`config.mk`:
```
export PLATFORM = sky130hd
export DESIGN_NAME = mips_instruction_mem
export DESIGN_NICKNAME = d
export VERILOG_FILES = /design/src/rtl/mips_pkg.sv /design/src/rtl/mips_instruction_mem.sv
export SDC_FILE = /design/constraint.sdc
export NUM_CORES = 1
export LEC_CHECK = 0
export CAP_MARGIN = 20
export CORE_MARGIN = 2
export CORE_UTILIZATION = 40
export DETAILED_ROUTE_END_ITERATION = 10
export GPL_TIMING_DRIVEN = 0
export PLACE_DENSITY = 0.67
export SLEW_MARGIN = 30
export SYNTH_ARGS = -nofsm -noshare
export SYNTH_HDL_FRONTEND = slang
export SYNTH_SLANG_ARGS = --single-unit
```
`constraint.sdc`:
```
create_clock -name clk -period 6.45 [get_ports clk]
set_input_delay 1.29 -clock clk [delete_from_list [all_inputs] [get_ports clk]]
set_output_delay 1.29 -clock clk [all_outputs]
set_load 0.1 [all_outputs]
```
`src/rtl/mips_pkg.sv`:
```
// rtl/mips_pkg.sv - shared constants and types for the 16-bit MIPS-style core
//
// Purpose : instruction width, the NOP encoding and the instruction word type,
//           shared by the fetch-side blocks.
// Contents: INSTR_W, NOP_INSTR, instr_t
package mips_pkg;

   localparam int INSTR_W = 16;

   typedef logic [INSTR_W-1:0] instr_t;

   localparam instr_t NOP_INSTR = 16'h0000;

endpackage

```
`src/rtl/mips_instruction_mem.sv`:
```
// rtl/mips_instruction_mem.sv - word-indexed instruction memory with combinational fetch
//
// Purpose : 2**ADDR_W x 16-bit program store. The read path is purely
//           combinational so fetch sees the word in the same cycle PC moves;
//           the write port loads the program on rising clk. An asynchronous
//           active-low reset clears every word to NOP.
// Macro   : MIPS_IMEM_BOUNDS_CHECK_EN - when defined, adds addr_err and forces
//           NOP for any PC beyond the array; otherwise PC wraps modulo depth.
// Ports   :
//   clk         in  write-port clock, rising edge
//   rst_n       in  asynchronous active-low reset, clears the array
//   we          in  write enable for program load
//   waddr       in  [ADDR_W-1:0] word index to write
//   wdata       in  [DATA_W-1:0] instruction word to write
//   PC          in  [31:0] program counter, a word index (no byte shift)
//   instruction out [DATA_W-1:0] word selected by PC
//   addr_err    out PC out of range (bounds-check build only)
module mips_instruction_mem
   import mips_pkg::*;
#(
   parameter int ADDR_W = 6,
   parameter int DATA_W = 16
) (
   input  logic              clk,
   input  logic              rst_n,
   input  logic              we,
   input  logic [ADDR_W-1:0] waddr,
   input  logic [DATA_W-1:0] wdata,
   input  logic [31:0]       PC,
`ifdef MIPS_IMEM_BOUNDS_CHECK_EN
   output logic              addr_err,
`endif
   output logic [DATA_W-1:0] instruction
);

   localparam int DEPTH = 2 ** ADDR_W;

   instr_t            mem [DEPTH];
   logic [ADDR_W-1:0] idx;

   assign idx = PC[ADDR_W-1:0];

   // Reset wins over any write in flight, so a write held during reset (or
   // on the edge that coincides with release) never lands.
   always_ff @(posedge clk or negedge rst_n) begin
      if (!rst_n) begin
         for (int i = 0; i < DEPTH; i++) begin
            mem[i] <= NOP_INSTR;
         end
      end else if (we) begin
         mem[waddr] <= wdata;
      end
   end

`ifdef MIPS_IMEM_BOUNDS_CHECK_EN
   assign addr_err    = |PC[31:ADDR_W];
   assign instruction = addr_err ? NOP_INSTR : mem[idx];
`else
   // Upper PC bits are deliberately ignored: fetch wraps modulo depth.
   logic unused_pc_hi;
   assign unused_pc_hi = |PC[31:ADDR_W];
   assign instruction  = mem[idx];
`endif

endmodule

```
* After elaboration in Yosys (flattened, before gate mapping)
Index checks and enable logic that the tools add are counted.
** Storage, ports and cells
- Register bits :: 1024
- Bits of input ports :: 57
- Output and inout bits :: 16
- Word-level logic and storage cells :: 76
** Cells by class
- $lt $le $gt $ge :: 3
- Muxes and demuxes :: 6
- Bitwise gates (word level) :: 2
- Reductions and logical operators :: 1
** Operator list (count)
- $bwmux W1024 :: 1
- $bmux W16 S6 :: 1
- $demux W16 S6 :: 1
- $mux W16 :: 3
- $ge A7 B7 Y1 const B :: 2
- $not A6 Y7 :: 2
- $lt A7 B1 Y1 const B :: 1
- $logic_and A1 B1 Y1 :: 1

* Longest topological paths before layout
- Depth after elaboration :: 6
- Gate-level depth with buffers :: 9
- Gate-level depth less buffers :: 5

* Worst setup path before layout
No wires, ideal clock.
- Path kind :: input to output
- Start point :: input port PC[0]
- End point :: output port instruction[11]
- Arrival time :: 3.722 ns
- Required time :: 5.160 ns
- Setup slack :: 1.438 ns
- Cell stages on the path :: 9
- Buffers on the path :: 4
- Cell sequence :: buf_6 > buf_4 > buf_4 > nand2_1 > clkbuf_1 > o22ai_1 > nor3_1 > o31ai_1 > nor2_1
** On the way
- Longest elaborated chain between the ends :: 4
** Ends and longest elaborated chain
- start: declaration :: RTL line mips_instruction_mem.sv:29 : input logic [31:0] PC,
- $not A6 Y7 (implied by the code) :: RTL line mips_instruction_mem.sv:62 : assign instruction = mem[idx];
- $bmux W16 S6 :: RTL line mips_instruction_mem.sv:62
- $mux W16 (implied by the code) (2 in a row) :: RTL line mips_instruction_mem.sv:62
- end: declaration :: RTL line mips_instruction_mem.sv:33 : output logic [DATA_W-1:0] instruction
Every way passes these cells. The select of a mux whose other input is x is not followed.

* Worst setup path after layout
- Start point :: input port PC[4]
- End point :: output port instruction[15]
Same word-level chain as after synthesis.

==> impl_metrics.tcl <==
set metrics [dict create \
    status "finished clean" \
    synth_seq_cells 1024 \
    grt_max_degree 126 \
    post-cts-setup-buffers 0 \
    synth_flop_cell "dfrtp_1" \
    grt_util_met2_pct 34.83 \
    internal-power_mw 12.27 \
    netlist_instances 3024 \
    min_period_ps 6432 \
    crit_top_cell "buf_2" \
    io_pins 73 \
    met1_usage_pct 30.94 \
    crit_type "in -> out" \
    drv_cap 0 \
    largest_reg_flops 1024 \
    insertion_delay_ps 680 \
    placed_area_mm2 0.04954 \
    rsz0062_at_grt "false" \
    grt_pass1_wl_mm 197.2 \
    syn_nets 3081 \
    first_pass_iters 5 \
    final-max-slew-violation-count 0 \
    p_per_area_mw_per_mm2 307.2 \
    post-route-util_pct 45.71 \
    dieWidth_um 347.2 \
    largestRegisters "mem: 1024 flops" \
    dieArea_mm2 0.1206 \
    hold_ws_ps 453.0 \
    max_slew_margin_pct 33.35 \
    critPathLaunchType "input pin" \
    cts_tree "yes" \
    cts.htree.levels 3 \
    synth_warnings 0 \
    max_stage_delay_ps 650 \
    die_h_um 347.2 \
    vias 27570 \
    antenna_found_initial 5 \
    setup_violations 0 \
    fin_skew_ps 0 \
    hp-class "in -> async" \
    start_util_pct 40.44 \
    drt_wl_total_mm 132.5 \
    grtUsageTotal_pct 22.16 \
    cp.buffers_inverters 6 \
    cts_root_buffer "clkbuf_16" \
    arrival_ps 5140 \
    max_slew.worst_pin.slew_ps 999.7 \
    syn-cell-area_mm2 0.04712 \
    drtAntennaViolNets 0 \
    numCtsBuffers 106 \
    place_inst 4581 \
    ys_seq_area_share_pct 54.38 \
    crit_chain "clkdlybuf4s50_1, buf_2, buf_2, clkinv_2, clkbuf_1, nor3_1, o31ai_1, nor2_1, clkdlybuf4s15_2" \
    fin_crit_sh_pct 99.73 \
    max_flop_register "mem" \
    pwr-share-comb_pct 13.6 \
    end_kind "output pin" \
    final.setup.tns_ps 0 \
    drt_iter0_drc 2195 \
    gp_congestion 0.8625 \
    viasPerCell 5.771 \
    ys_types 41 \
    top_usage_layer "met2" \
    instances_no_fill 4777 \
    wl_per_cell_um 27.74 \
    cts.sinks 1024 \
    final_area_mm2 0.05326 \
    clock.fmax_mhz 155.5 \
    area_growth_pct 13.03 \
    nNetsFinal 3222 \
    critPathRequiredTime_ps 5160 \
    drcViolationCount 0 \
    synth-async-reset-ratio_pct 100.0 \
    dp_hpwl_mm 95.17 \
    drive_gt1_share_pct 53.54 \
    leakage_nw 24.14 \
    cp_max_fo 10 \
    irDropWorstVdd_mv 0.2351 \
    switching_share_pct 24.97 \
    synth_edf_count 0 \
    critPathSlowestCell "clkdlybuf4s50_1" \
    seq_power_share_pct 47.0 \
    p_sw_mw 4.086 \
    met3_usage_pct 3.525 \
    grt-ovfl-total 0 \
    rows 125 \
    clk_pin_slew_worst_paths_ps 60 \
    core_area_mm2 0.1165 \
    first_global_vias 28990 \
    avgSynthCellArea_um2 15.58 \
    ctsHoldBuffers 0 \
    final_hold_viol_count 0 \
    pwr-share-clk_pct 39.4 \
    clk_path_buf_depth 3 \
    cp_top_family "buffers and inverters" \
    portBuffers 24 \
]
==> layout by cell type (no fill, tap or decap), types with 17 or more instances in the layout <==
| cell | synthesis | final |
|---|---|---|
| mux4_2 | 223 | 223 |
| buf_2 | 74 | 74 |
| clkbuf_1 | 123 | 138 |
| nor2_1 | 32 | 27 |
| buf_4 | 40 | 40 |
| nor2_2 | 36 | 40 |
| dfrtp_1 | 1024 | 1024 |
| clkbuf_8 | 0 | 32 |
| nand3_1 | 38 | 38 |
| clkbuf_16 | 0 | 108 |
| clkinv_2 | 0 | 19 |
| mux2_2 | 1087 | 1087 |
| nand4_1 | 21 | 21 |
| buf_6 | 34 | 34 |
| mux2i_1 | 23 | 23 |
| o22ai_1 | 22 | 22 |
| buf_1 | 18 | 17 |
| nand2_1 | 42 | 42 |
| a22oi_1 | 75 | 75 |
==> logic make-up (layout without fill, tap and decap cells) <==
| family | count (synthesis) | in the layout | synth area share, % |
|---|---|---|---|
| compound gates | 123 | 123 | 1.909 |
| mux | 1336 | 1336 | 37.19 |
| other cells | 0 | 3 | 0 |
| simple gates | 251 | 251 | 3.152 |
| buf+inv | 290 | 516 | 3.367 |
| flops | 1024 | 1024 | 54.38 |
==> layer usage <==
metal	wire (µm)	part of all wire, %	vias to the layer above
met5	24	0.018	-
met4	4986	3.8	4
met3	6871	5.2	201
met2	61860	47	705
met1	58760	44	15130
li1	-	-	11530
==> power groups by stage <==
stage	logic (mW)	clock network [mW]	registers, mW
after floorplan	1.60	0	7.64
after global placement	2.17	0	7.83
after detailed placement	2.24	0	7.79
after CTS	2.24	6.54	7.68
after global routing	2.38	6.82	7.78
final	2.22	6.45	7.69
==> synth_stat cells, types with 16 or more instances <==
cell type | instances | area [µm²]
mux2_2 | 1087 | 12240
a22oi_1 | 75 | 563.0
nand4_1 | 21 | 131.4
nor2_2 | 36 | 225.2
buf_1 | 18 | 67.56
mux4_2 | 223 | 5022
nand3_1 | 38 | 190.2
buf_4 | 40 | 300.3
nand2_2 | 16 | 100.1
buf_2 | 74 | 370.4
nor2_1 | 32 | 120.1
clkbuf_1 | 123 | 461.7
mux2i_1 | 23 | 230.2
buf_6 | 34 | 382.9
o22ai_1 | 22 | 137.6
dfrtp_1 | 1024 | 25620
nand2_1 | 42 | 157.7
==> stage by stage <==
| stage | setup WS [ps] | power [mW] |
|---|---|---|
| after floorplan | 1438 | 9.248 |
| after global placement | -43210 | 9.998 |
| after detailed placement | -852.5 | 10.03 |
| after CTS | 4.296 | 16.46 |
| after global routing | 14.03 | 16.97 |
| final | 17.57 | 16.36 |
==> area by class of cell <==
| class | count | area (µm²) |
|---|---|---|
| clock buffers | 158 | 3211 |
| diodes | 3 | 7.507 |
| multi-input cells | 1710 | 19940 |
| inverters | 1 | 5.005 |
| clock inverters | 35 | 469.2 |
| flip-flops and latches | 1024 | 25620 |
| repair buffers | 33 | 510.5 |
| fillers | 10140 | 63260 |
| plain buffers | 289 | 1588 |
| well taps | 1524 | 1907 |
==> path summary, 6_finish.rpt <==
check                           from               to  slack [ps]  cells after the start
min in group clk            mem[285]         mem[285]         490                      1
hold / removal                 rst_n         mem[862]         450                      1
setup / recovery               PC[4]  instruction[15]          20                      9
setup reg to reg           mem[1016]        mem[1016]        5650                      1
hold reg to reg             mem[285]         mem[285]         490                      1
max in group asynchronous      rst_n          mem[69]        3540                      5
==> repair_timing <==
action / in CTS / in global routing
endpoints found under the hold margin: 0 / 0
resized for setup: 41 / 9
setup endpoints to repair: 16 / 5
Note: power is estimated with default switching activity, not from simulation.
